### config.mk
export PLATFORM = sky130hd
export DESIGN_NAME = approx_error_accum
export DESIGN_NICKNAME = d
export VERILOG_FILES = /design/src/rtl/approx_error_accum.sv
export SDC_FILE = /design/constraint.sdc
export NUM_CORES = 1
export LEC_CHECK = 0
export CAP_MARGIN = 20
export CORE_MARGIN = 10
export CORE_UTILIZATION = 55
export CTS_CLUSTER_SIZE = 8
export DETAILED_ROUTE_END_ITERATION = 10
export HOLD_SLACK_MARGIN = 0.1
export PLACE_DENSITY = 0.83
export SYNTH_ARGS = -nofsm -noshare
export SYNTH_HDL_FRONTEND = slang
export SYNTH_SLANG_ARGS = --single-unit
export TNS_END_PERCENT = 10
### constraint.sdc
create_clock -name clk -period 3.27 [get_ports clk]
set_input_delay 0.654 -clock clk [delete_from_list [all_inputs] [get_ports clk]]
set_output_delay 0.654 -clock clk [all_outputs]
set_load 0.005 [all_outputs]
### src/rtl/approx_error_accum.sv
// Streaming error-statistics accumulator for exact/approximate multiplier result pairs.
// Two-stage pipeline: stage 1 forms the per-sample difference, stage 2 folds it into the run statistics.
module approx_error_accum #(
    parameter int W         = 16,
    parameter int CNT_W     = 17,
    parameter int N_SAMPLES = 65536
) (
    input  logic                  clk,
    input  logic                  rst_n,
    input  logic                  start,
    input  logic                  in_valid,
    input  logic [W-1:0]          exact,
    input  logic [W-1:0]          approx,
    output logic                  in_ready,
    output logic                  busy,
    output logic                  done,
    output logic [CNT_W-1:0]      sample_count,
    output logic [CNT_W-1:0]      err_count,
    output logic [W+CNT_W-1:0]    sum_abs_err,
    output logic signed [W+CNT_W:0] sum_signed_err,
    output logic [W-1:0]          max_abs_err,
    output logic [CNT_W-1:0]      max_at
);

    localparam int ACC_W = W + CNT_W;

    localparam logic [1:0] IDLE  = 2'd0;
    localparam logic [1:0] ACCUM = 2'd1;
    localparam logic [1:0] DRAIN = 2'd2;
    localparam logic [1:0] DONE  = 2'd3;

    localparam logic [CNT_W-1:0] LAST_IDX = CNT_W'(N_SAMPLES - 1);

    function automatic logic signed [W:0] diff(input logic [W-1:0] a, input logic [W-1:0] e);
        return $signed({1'b0, a}) - $signed({1'b0, e});
    endfunction

    // Both operands are unsigned W-bit, so the magnitude always fits in W bits.
    function automatic logic [W-1:0] mag(input logic signed [W:0] d);
        return d[W] ? W'(-d) : W'(d);
    endfunction

    function automatic logic signed [ACC_W:0] sext(input logic signed [W:0] d);
        return {{CNT_W{d[W]}}, d};
    endfunction

    logic [1:0]          state;
    logic                start_run;
    logic                accept;
    logic signed [W:0]   diff_p0;

    logic                vld_p1;
    logic signed [W:0]   d_p1;
    logic [W-1:0]        mag_p1;
    logic                ne_p1;
    logic [CNT_W-1:0]    idx_p1;

    assign in_ready  = (state == ACCUM);
    assign busy      = (state == ACCUM) || (state == DRAIN);
    assign done      = (state == DONE);
    assign start_run = start && ((state == IDLE) || (state == DONE));
    assign accept    = in_valid && in_ready;
    assign diff_p0   = diff(approx, exact);

    // Stage 0: control FSM and acceptance counter
    always_ff @(posedge clk or negedge rst_n) begin
        if (!rst_n) begin
            state        <= IDLE;
            sample_count <= '0;
        end else begin
            case (state)
                IDLE, DONE: begin
                    if (start) begin
                        state        <= ACCUM;
                        sample_count <= '0;
                    end
                end
                ACCUM: begin
                    if (accept) begin
                        sample_count <= sample_count + CNT_W'(1);
                        if (sample_count == LAST_IDX) state <= DRAIN;
                    end
                end
                DRAIN:   state <= DONE;
                default: state <= IDLE;
            endcase
        end
    end

    // Stage 1: per-sample difference, magnitude, mismatch flag and index
    always_ff @(posedge clk or negedge rst_n) begin
        if (!rst_n) begin
            vld_p1 <= 1'b0;
            d_p1   <= '0;
            mag_p1 <= '0;
            ne_p1  <= 1'b0;
            idx_p1 <= '0;
        end else begin
            vld_p1 <= accept;
            if (accept) begin
                d_p1   <= diff_p0;
                mag_p1 <= mag(diff_p0);
                ne_p1  <= (diff_p0 != '0);
                idx_p1 <= sample_count;
            end
        end
    end

    // Stage 2: run statistics; strict compare keeps the earliest index on ties
    always_ff @(posedge clk or negedge rst_n) begin
        if (!rst_n) begin
            err_count      <= '0;
            sum_abs_err    <= '0;
            sum_signed_err <= '0;
            max_abs_err    <= '0;
            max_at         <= '0;
        end else if (start_run) begin
            err_count      <= '0;
            sum_abs_err    <= '0;
            sum_signed_err <= '0;
            max_abs_err    <= '0;
            max_at         <= '0;
        end else if (vld_p1) begin
            err_count      <= err_count + CNT_W'(ne_p1);
            sum_abs_err    <= sum_abs_err + {{CNT_W{1'b0}}, mag_p1};
            sum_signed_err <= sum_signed_err + sext(d_p1);
            if (mag_p1 > max_abs_err) begin
                max_abs_err <= mag_p1;
                max_at      <= idx_p1;
            end
        end
    end

endmodule

# After elaboration in Yosys (flattened, before gate mapping)
# Cells that the tools add are included.
dict set report classes {
  n_reduce_logical 13
  n_lt_le_gt_ge 1
  n_eq_ne 7
  n_addsub 6
  mux 20
}
# cell count
set op_table {}
lappend op_table {{2-to-1 mux 17 bit} 7}
lappend op_table {{2-to-1 mux 34 bit} 2}
lappend op_table {{2-to-1 mux 33 bit} 2}
lappend op_table {{2-to-1 mux 16 bit} 4}
lappend op_table {{adder 34 x 17 -> 34 bit} 1}
lappend op_table {{one-hot mux 17 bit (2 select lines)} 1}
lappend op_table {{adder 33 x 16 -> 33 bit} 1}
lappend op_table {{adder 17 x 1 -> 17 bit} 1}
lappend op_table {{adder 17 x 1 -> 17 bit (second input constant)} 1}
lappend op_table {{equality test 17 x 16 -> 1 bit (second input constant)} 1}
lappend op_table {{nonzero test 17 bit} 1}
lappend op_table {{subtractor 16 x 16 -> 17 bit} 1}
lappend op_table {{> comparator 16 bit} 1}
lappend op_table {{negator 16 bit} 1}
lappend op_table {{2-to-1 mux 2 bit} 3}
lappend op_table {{one-hot mux 2 bit (3 select lines)} 1}
lappend op_table {{AND reduction 3 bit} 2}
lappend op_table {{nonzero test 2 bit} 3}
lappend op_table {{equality test 2 bit (second input constant)} 2}
lappend op_table {{inequality test 2 x 1 -> 1 bit (second input constant)} 2}
lappend op_table {{equality test 2 x 1 -> 1 bit (second input constant)} 1}
lappend op_table {{logical AND 1 bit} 2}
lappend op_table {{zero test 2 bit} 1}
lappend op_table {{logical OR 1 bit} 2}
lappend op_table {{3 further kinds} 3}
dict set report word_totals {
  out_inout_bits 137
  wordCells 59
  regBits 188
  input_bits 36
}

# Depth between registers and ports, before layout
dict set report logic_depth {
  depth_word 5
  mapped_depth 14
  ltp_nobuf 13
}

# Worst setup path after synthesis
# OpenSTA, ideal clock, no wires.
dict set report synth_path {
  kind {input-to-reg}
  from {input approx[0]}
  to {register mag_p1[14]}
  path_stages 13
  setup_ns 0.130
  path_slack_ns 0.260
  arrival_ns 2.880
  path_buffers 0
  t_required_ns 3.140
  path_cell_list {inv_1 > ha_1 > inv_1 > fa_1 > a21oi_2 > nor2b_1 > nor2_1 > xnor2_1 > or4_4 > nor3_4 > a31oi_1 > xnor2_1 > o21ai_1}
}
dict set report synth_between {
  elab_chain_len 3
}
# item line
set synth_lines {}
lappend synth_lines {{start, declared} 13} ;# input logic [W-1:0] approx,
lappend synth_lines {{subtractor 16 x 16 -> 17 bit *} 35} ;# return $signed({1'b0, a}) - $signed({1'b0, e});
lappend synth_lines {{negator 16 bit} 40} ;# return d[W] ? W'(-d) : W'(d);
lappend synth_lines {{2-to-1 mux 16 bit *} 40}
lappend synth_lines {{end signal, assigned} 102} ;# mag_p1 <= mag(diff_p0);
lappend synth_lines {{end, declared} 54} ;# logic [W-1:0] mag_p1;
# Every way passes the cells marked *; elsewhere a longest branch is shown, timed or not.
# A chain may end at the register's enable or synchronous reset.

# Worst setup path after layout
dict set report layout_path {
  from {register d_p1[0]}
  to {register sum_signed_err[32]}
}
dict set report layout_between {
  elab_chain_len 3
}
# item line
set layout_lines {}
lappend layout_lines {{start, declared} 53} ;# logic signed [W:0] d_p1;
lappend layout_lines {{start signal, assigned} 101} ;# d_p1 <= diff_p0;
lappend layout_lines {{adder 34 x 17 -> 34 bit} 126} ;# sum_signed_err <= sum_signed_err + sext(d_p1);
lappend layout_lines {{2-to-1 mux 34 bit} 123} ;# end else if (vld_p1) begin
lappend layout_lines {{2-to-1 mux 34 bit} 117} ;# end else if (start_run) begin
lappend layout_lines {{end signal, assigned} 126}
lappend layout_lines {{end, declared} 20} ;# output logic signed [W+CNT_W:0] sum_signed_err,
# No other way between the ends. The select of a mux whose other input is x is not followed.

==> results.md <==
* Reg-to-reg startpoint: d_p1[0]
* Critical path origin: d_p1[0]
* DP HPWL at 23600 µm
* Clock Path Buffers at 2
* RSZ-0062 raised after global routing: yes
* DRC violations left at 0
* Placed Area at 14100 µm²
* Input/output buffers at 172
* Peak supply drop at 0.000514 V
* Initial antenna violation count at 0
* Worst EP required at 3570 ps
* Yosys top cell area share at 40.1%
* Fin area at 14800 µm²
* Synth Instances at 1280
* Cts bufs inserted at 17
* Number of global-route vias before repair at 10136
* Pwr/cell area at 759 nW/µm²
* Leading post-synthesis cells by cell area: dfrtp_1 40%, ha_1 9.5%, mux2i_1 5.9%
* Syn nets at 1408
* Reg2Reg Capture Point: sum_signed_err[32]
* Core Box Area at 21000 µm²
* Die width at 166 µm
* Drt pass-1 iters at 7
* Critical Path End: sum_signed_err[32]
* CTS tree: done
* Kind of critical path: reg -> reg
* Internal Power at 6.38 mW
* Initial DRC Count at 684
* Post-synth EDFFs at 0
* Clock H-tree levels at 4
* Post-synthesis sequential area ratio at 40.1%
* Height of the die at 166 µm
* Final hold vios at 0
* Fillers at 1614
* Hold Crit Class: in -> async
* Clock latency on the worst-skew pair at 450 ps
* Share of power burned in the clock network at 18.9%
* Largest net degree at the start of global routing at 73
* Gr usage total at 22.1%
* Reg-to-reg slack, setup at 110 ps
* Fin. max-slew vios at 0
* Synth warn at 0
* Hold_ws at 157 ps
* Multi-input gate area in the final layout at 6670 µm²
* Post-Syn Area at 11700 µm²
* Clk sink count at 187
* Finished Core Util at 70.5%
* Max-cap violation count at 0
* First-pass GRT wire length at 51600 µm
* Vias per std cell at 5.77
* Nets at 1622
* Final-report setup violation count at 0
* Total power at 11.2 mW
* Worst-path fanout max at 4
* ANT cells at 0
* Via count at 10286
* Die area at 27400 µm²
* Status: finished clean
* Clk root buf: clkbuf_16
* CP arrival at 3460 ps
* Yosys cell types at 78
* Final wirelength at 31400 µm
* Clock slew at reported path FFs at 80 ps
* Post-synth top flop: dfrtp_1
* Setup bufs post-CTS at 0
* Final TNS setup at 0 ps
* Sequential Power Share at 30.1%
* Mean Syn Cell Area at 9.12 µm²
* I/O pins at 173
* GPL Wtd Cong at 0.918
* CTS Hold Buffers Added at 0
* Period minus WS final at 3160 ps
* Worst setup EP type: flop
* FF-to-FF path depth at 12
* Worst Skew at 16.9 ps
* Sw frac at 43.1%
* Rows at 53
* Area growth, synth to finish at 26.6%
* Post-synth top area cell: dfrtp_1
* Worst Max-Slew Pin Slew at 742 ps
* Final period utilization at 96.7%
* Layout cells sized above 1 at 9.16%
* Antenna viol nets, final at 0
* Share of power burned in combinational logic at 51.0%
* Total grt overflow at 0
* Slew headroom at 50.5%
* DR WL/cell at 17.6 µm
* Worst setup SP type: flop
* Achievable Freq at 316 MHz
* Fraction of registers with async set/reset at 100%
* Synthesized flop and latch total at 187
* Reg area at 4680 µm²
* Leak pwr at 7.09 nW
* Starting density of the core at 55.7%
* NetSw at 4.83 mW
[per-layer routing]
layer,global-route usage (%),vias up,share of wire [%]
li1,-,4923,-
met1,28.4,4994,43
met2,36.6,317,49
met3,4.07,52,5.3
met4,7.90,0,2.7
met5,0,-,0
[worst max-delay path, cell delays in order (launching register included)]
cell	delay (ps)
dfrtp_1	390
buf_4	160
ha_1	220
fa_1	440
a211oi_1	360
o21ai_1	180
nand4_1	140
nand3_1	200
a41oi_1	380
a211o_1	230
o21ai_1	100
xnor2_1	150
a21oi_1	80
[logic make-up (layout without fill, tap and decap cells)]
group,Yosys count,count (layout),share of synthesized area [%]
flops,187,187,40.1
fa+ha+maj,92,92,10.1
compound gates,268,268,15.0
buf+inv,101,328,3.37
mux,69,69,5.92
xor+xnor,93,93,7.05
simple gates,470,470,18.5
[per-stage QoR]
step           cells  worst slack (ps)
4_1_cts         1782              29.8
5_1_grt         1782             -56.0
2_1_floorplan   1280               260
6_report        1782               108
3_3_place_gp    1750              -303
3_5_place_dp    1750              -354
[synth_stat cells, types with 23 or more instances]
| cell | n |
|---|---|
| inv_1 | 58 |
| xor2_1 | 46 |
| ha_1 | 89 |
| mux2i_1 | 69 |
| a21oi_1 | 70 |
| nor2_1 | 150 |
| nand3_1 | 26 |
| dfrtp_1 | 187 |
| xnor2_1 | 46 |
| clkbuf_1 | 33 |
| o21ai_1 | 23 |
| nand2_1 | 179 |
| o21ai_0 | 54 |
[registers in the layout, summed over array words and instances (netlist names)]
name            cells
mag_p1             15
idx_p1             17
err_count          17
sum_signed_err     34
d_p1               17
max_at             17
sample_count       17
vld_p1              1
state               2
max_abs_err        16
sum_abs_err        33
ne_p1               1
[what timing repair did]
| action | CTS | global route |
|---|---|---|
| endpoints found under the hold margin | 0 | 0 |
| setup endpoints to repair | 0 | 27 |
| resized for setup | 0 | 13 |
[worst min path at each step]
stage               start                 end  slack, ps
2_1_floorplan       rst_n             d_p1[0]        360
3_3_place_gp   idx_p1[14]          idx_p1[14]        460
3_5_place_dp   idx_p1[14]          idx_p1[14]        460
4_1_cts             rst_n  sum_signed_err[11]        180
5_1_grt             rst_n  sum_signed_err[11]        200
6_report            rst_n  sum_signed_err[11]        160
[area by class of cell]
type | instances | area share (%)
multi-input cells | 992 | 45.1
flip-flops and latches | 187 | 31.7
repair buffers | 237 | 15.1
clock buffers | 17 | 2.88
well taps | 275 | 2.33
inverters | 59 | 1.50
clock inverters | 15 | 1.31
[cell usage in the layout (no fill, tap or decap), drive strengths merged, types with 13 or more instances in the layout]
master         Yosys  final
nand2            179    179
clkdlybuf4s50      0    171
nor2             150    150
xor2              46     46
or3               19     19
nand3             26     26
xnor2             47     47
clkbuf            33     17
a31oi             13     13
dfrtp            187    187
a21oi             75     75
buf                9     66
o21ai             77     77
inv               58     63
a21o              22     22
nor3              17     17
mux2i             69     69
ha                89     89
[power by group through the flow]
stage	registers, mW	logic (mW)	clock network (mW)
floorplan	3.21	3.79	0
global placement	3.39	5.39	0
detailed placement	3.40	5.59	0
CTS	3.36	5.65	2.14
global route	3.42	6.34	2.24
finish	3.37	5.72	2.12
Power figures use the tool's default switching activity.
